**src/rtl/slc3_stim_sequencer.sv**
```systemverilog
// Run/Continue push-button stimulus generator for the SLC-3 top level.
// Issues one Run press followed by a programmable number of Continue
// presses, each press PRESS_CYC cycles low and followed by GAP_CYC cycles
// high. Button outputs are active-low and registered.
module slc3_stim_sequencer #(
  parameter int PRESS_CYC = 1,
  parameter int GAP_CYC   = 3,
  parameter int CNT_W     = 8
) (
  input  logic             Clk,
  input  logic             Reset,
  input  logic             Start,
  input  logic             Abort,
  input  logic [CNT_W-1:0] Count,
  output logic             Run,
  output logic             Continue,
  output logic             Busy,
  output logic             Done,
  output logic [CNT_W-1:0] PressCnt
);

  localparam int MAXC = (PRESS_CYC > GAP_CYC) ? PRESS_CYC : GAP_CYC;
  localparam int TW   = $clog2(MAXC + 1);
  localparam logic [TW-1:0] PRESS_LD = TW'(PRESS_CYC - 1);
  localparam logic [TW-1:0] GAP_LD   = TW'(GAP_CYC - 1);

  typedef enum logic [2:0] {
    IDLE,
    RUN_PRS,
    RUN_GAP,
    CON_PRS,
    CON_GAP,
    DONE
  } state_t;

  state_t           state;
  logic [TW-1:0]    timer;
  logic [CNT_W-1:0] cnt_q;

  // Sequencer: outputs are assigned alongside each transition so they
  // reflect the state being entered, giving one cycle of latency from Start.
  always_ff @(posedge Clk) begin
    if (!Reset) begin
      state    <= IDLE;
      Run      <= 1'b1;
      Continue <= 1'b1;
      Busy     <= 1'b0;
      Done     <= 1'b0;
      PressCnt <= '0;
      timer    <= '0;
      cnt_q    <= '0;
    end else begin
      Done <= 1'b0;
      if (state == IDLE) begin
        if (Start && !Abort) begin
          cnt_q    <= Count;
          PressCnt <= '0;
          state    <= RUN_PRS;
          timer    <= PRESS_LD;
          Run      <= 1'b0;
          Busy     <= 1'b1;
        end
      end else if (Abort) begin
        state    <= IDLE;
        Run      <= 1'b1;
        Continue <= 1'b1;
        Busy     <= 1'b0;
        timer    <= '0;
      end else begin
        case (state)
          RUN_PRS: begin
            if (timer == '0) begin
              state <= RUN_GAP;
              timer <= GAP_LD;
              Run   <= 1'b1;
            end else begin
              timer <= timer - TW'(1);
            end
          end
          RUN_GAP: begin
            if (timer == '0) begin
              if (cnt_q == '0) begin
                state <= DONE;
                Busy  <= 1'b0;
                Done  <= 1'b1;
              end else begin
                state    <= CON_PRS;
                timer    <= PRESS_LD;
                Continue <= 1'b0;
              end
            end else begin
              timer <= timer - TW'(1);
            end
          end
          CON_PRS: begin
            if (timer == '0) begin
              state    <= CON_GAP;
              timer    <= GAP_LD;
              Continue <= 1'b1;
              PressCnt <= PressCnt + CNT_W'(1);
            end else begin
              timer <= timer - TW'(1);
            end
          end
          CON_GAP: begin
            if (timer == '0) begin
              if (PressCnt == cnt_q) begin
                state <= DONE;
                Busy  <= 1'b0;
                Done  <= 1'b1;
              end else begin
                state    <= CON_PRS;
                timer    <= PRESS_LD;
                Continue <= 1'b0;
              end
            end else begin
              timer <= timer - TW'(1);
            end
          end
          DONE: begin
            state <= IDLE;
          end
          default: begin
            state    <= IDLE;
            Run      <= 1'b1;
            Continue <= 1'b1;
            Busy     <= 1'b0;
          end
        endcase
      end
    end
  end

endmodule

```
**config.mk**
```make
export PLATFORM = sky130hd
export DESIGN_NAME = slc3_stim_sequencer
export DESIGN_NICKNAME = d
export VERILOG_FILES = /design/src/rtl/slc3_stim_sequencer.sv
export SDC_FILE = /design/constraint.sdc
export NUM_CORES = 1
export LEC_CHECK = 0
export CORE_AREA = 8 8 79 81
export DETAILED_ROUTE_END_ITERATION = 8
export DIE_AREA = 0 0 87 89
export GPL_TIMING_DRIVEN = 0
export PLACE_DENSITY = 0.58
export SLEW_MARGIN = 0
export SYNTH_ARGS = -nofsm -noshare
export SYNTH_HDL_FRONTEND = slang
export SYNTH_SLANG_ARGS = --single-unit
```
**constraint.sdc**
```tcl
create_clock -name Clk -period 2.6 [get_ports Clk]
set_clock_uncertainty 0.15 [all_clocks]
set_input_delay 0.52 -clock Clk [delete_from_list [all_inputs] [get_ports Clk]]
set_output_delay 0.52 -clock Clk [all_outputs]
set_load 0.1 [all_outputs]
```
==> results by group <==
Routing
  • Initial drt markers: 71
  • Initial DRT Pass Iterations: 4
  • Post-DR wirelength/cell: 13.0 µm
  • Antenna Nets Post-Route: 0
  • WL final: 3460 µm
  • Via count: 1243
  • DRC: 0
  • Vias per inst: 4.66

Clock tree
  • CTS tree: built
  • Clock tree buffer depth: 2
  • CTS buffer count: 3
  • Worst skew pair latency: 270 ps
  • Clock Sinks: 25
  • Post-CTS Setup Inserts: 0
  • H-tree depth: 1
  • Hold-fix buffers, CTS: 0
  • CTS clock-pin slew for the worst setup and hold paths: 90 ps
  • Root Buffer: clkbuf_8

Timing
  • Final setup TNS: 0 ps
  • Setup-failing EPs final: 0
  • Max Slew Vio Count: 0
  • Count of final hold-check violations: 0
  • Worst Max-Slew Pin Slew: 972 ps
  • Fmax: 399 MHz
  • Slew headroom: 0.350
  • RSZ-0062 raised after global routing: no
  • Final Critical Period: 2510 ps
  • Fin crit share: 0.964

Floorplanning
  • Die Area: 0.00774 mm²
  • CORE AREA: 0.00498 mm²
  • I/O pin total: 24
  • Starting Density: 0.290
  • Die Height: 89 µm
  • Die extent in x: 87 µm
  • Row Count: 26

Logic synthesis
  • Mapped Area: 0.00145 mm²
  • Number of flops mapped to enable cells by yosys: 0
  • Area contributors post-synth: dfxtp_1 (35%), mux2i_1 (7.6%), xor2_1 (6.7%)
  • Seq/Total Area, Yosys: 0.346
  • Synthesized area per cell: 8.50 µm²
  • Area leader, netlist: dfxtp_1
  • Yosys top cell area share: 0.346
  • Syn Nets: 183
  • Ys flop type: dfxtp_1
  • Cell variety after synth: 44
  • Ys async rst share: 0
  • Post-synthesis instance total: 170
  • Synth Register Bits: 25
  • Warnings from Yosys: 0

Worst setup path
  • Worst EP required: 1930 ps
  • Reg2reg path depth: 5
  • CP Class: reg -> out
  • Critical path buffers and inverters: 1
  • Critical Path, Cell by Cell: clkdlybuf4s50_1
  • CP max-delay cell: clkdlybuf4s50_1
  • Crit path DAT: 1840 ps
  • Critical Path Start Type: flip-flop
  • Crit end category: output pin
  • Max FO, Critical Path: 4
  • Slowest Stage Delay on Critical Path: 1160 ps
  • Worst path top cell family by delay: buffers and inverters
  • WP depth: 1

Global route
  • Total grt overflow: 0
  • Initial antenna violation count: 0
  • Total GRT Usage: 0.0948
  • Largest net degree at the start of global routing: 16
  • Vias in the first global route: 1219
  • First-pass GRT wire length: 5870 µm

Layout
  • Most frequent cells in the layout: dfxtp_1 (25), nor2_1 (18), nand2_1 (17), clkdlybuf4s50_1 (17)
  • Most common cell after layout, fill and taps aside: dfxtp_1
  • Inserted Diodes: 0
  • Share of layout cells above drive strength 1: 0.0964
  • Area grow syn2layout: 25.9%
  • Final Util: 0.366
  • Final Net Count: 211

Place
  • Detailed placement HPWL: 2670 µm
  • Global placement routability congestion: 0.848
  • Port Buf Inserts: 23

Hold path
  • Hold path depth: 2
  • Worst min path class: reg -> reg

Power and ir drop
  • Power, Total: 0.000771 W
  • Pwr dens: 424 mW/mm²
  • LEAKAGE: 0.819 nW
  • VDD IR max: 0.197 mV

Run status
  • Run status: finished, final reports clean

Run
  • Number of max-cap violations: 0
-- power breakdown --
group          internal (W)  leakage (nW)  switching (W)  total (W)
clock              0.000109        0.0217       0.000131   0.000240
combinational     0.0000565         0.595      0.0000732   0.000130
sequential         0.000392         0.203     0.00000943   0.000402
-- state kept, by name, summed over array words and instances, names as in the netlist --
| name | count |
|---|---|
| Run | 1 |
| state | 3 |
| timer | 2 |
| Continue | 1 |
| Done | 1 |
| Busy | 1 |
| PressCnt | 8 |
| cnt_q | 8 |
-- synthesized netlist by cell type, types with 2 or more instances --
cell,number
buf_2,7
nor2_1,18
o21ai_0,3
nand3_1,4
o21a_1,2
nand4_1,2
nor4_1,3
nor3b_2,2
o21ai_1,4
nor3_1,5
nand2b_1,3
a21oi_1,7
inv_1,2
o211ai_1,3
dfxtp_1,25
xnor2_1,3
a21boi_1,2
or4_4,2
nor2b_1,10
mux2i_1,11
a211oi_1,2
nand2_1,17
xor2_1,11
a21o_1,2
-- layout make-up --
type	instances	area [µm²]
Buffer	9	42.5
Inverter	2	7.51
Clock buffer	3	41.3
Sequential cell	25	500
Timing Repair Buffer	23	238
Multi-Input combinational cell	134	895
Fill cell	524	3160
Clock inverter	1	7.51
Tap cell	70	87.6
-- per-layer routing --
layer  track usage  up-vias  wire (µm)
li1              -      658          -
met1         0.125      561       1790
met2         0.148       24       1550
met3        0.0184        0        115
met4        0.0376        0          0
met5             0        -          0
-- path summary, 6_finish.rpt --
check / start / to / slack [ps]
worst max register to register: PressCnt[2] / state[1] / 760
worst min-delay path: PressCnt[1] / PressCnt[1] / 390
worst max-delay path: PressCnt[5] / PressCnt[5] / 90
worst min register to register: PressCnt[1] / PressCnt[1] / 390
-- per-stage QoR --
step / hold slack, ps / std cells / setup WS (ps) / area, µm²
5_1_grt: 435 / 267 / 46.0 / 1820
3_3_place_gp: 363 / 263 / 289 / 1760
3_5_place_dp: 376 / 263 / 292 / 1760
4_1_cts: 395 / 267 / 15.0 / 1810
2_1_floorplan: 347 / 170 / 372 / 1450
6_report: 387 / 267 / 92.8 / 1820
-- what timing repair did --
item / CTS / global route
gates cloned: 0 / 0
hold endpoints to repair: 0 / 0
setup endpoints to repair: 2 / 4
resized for setup: 2 / 4
pin swaps: 0 / 0
-- cells by family after synthesis --
group / count (synthesis) / synth area share
compound gates: 31 / 0.140
xor+xnor: 14 / 0.0849
fa+ha+maj: 1 / 0.00866
buf+inv: 11 / 0.0346
flops: 25 / 0.346
mux: 11 / 0.0762
simple gates: 77 / 0.309
Note: power is estimated with default switching activity, not from simulation.
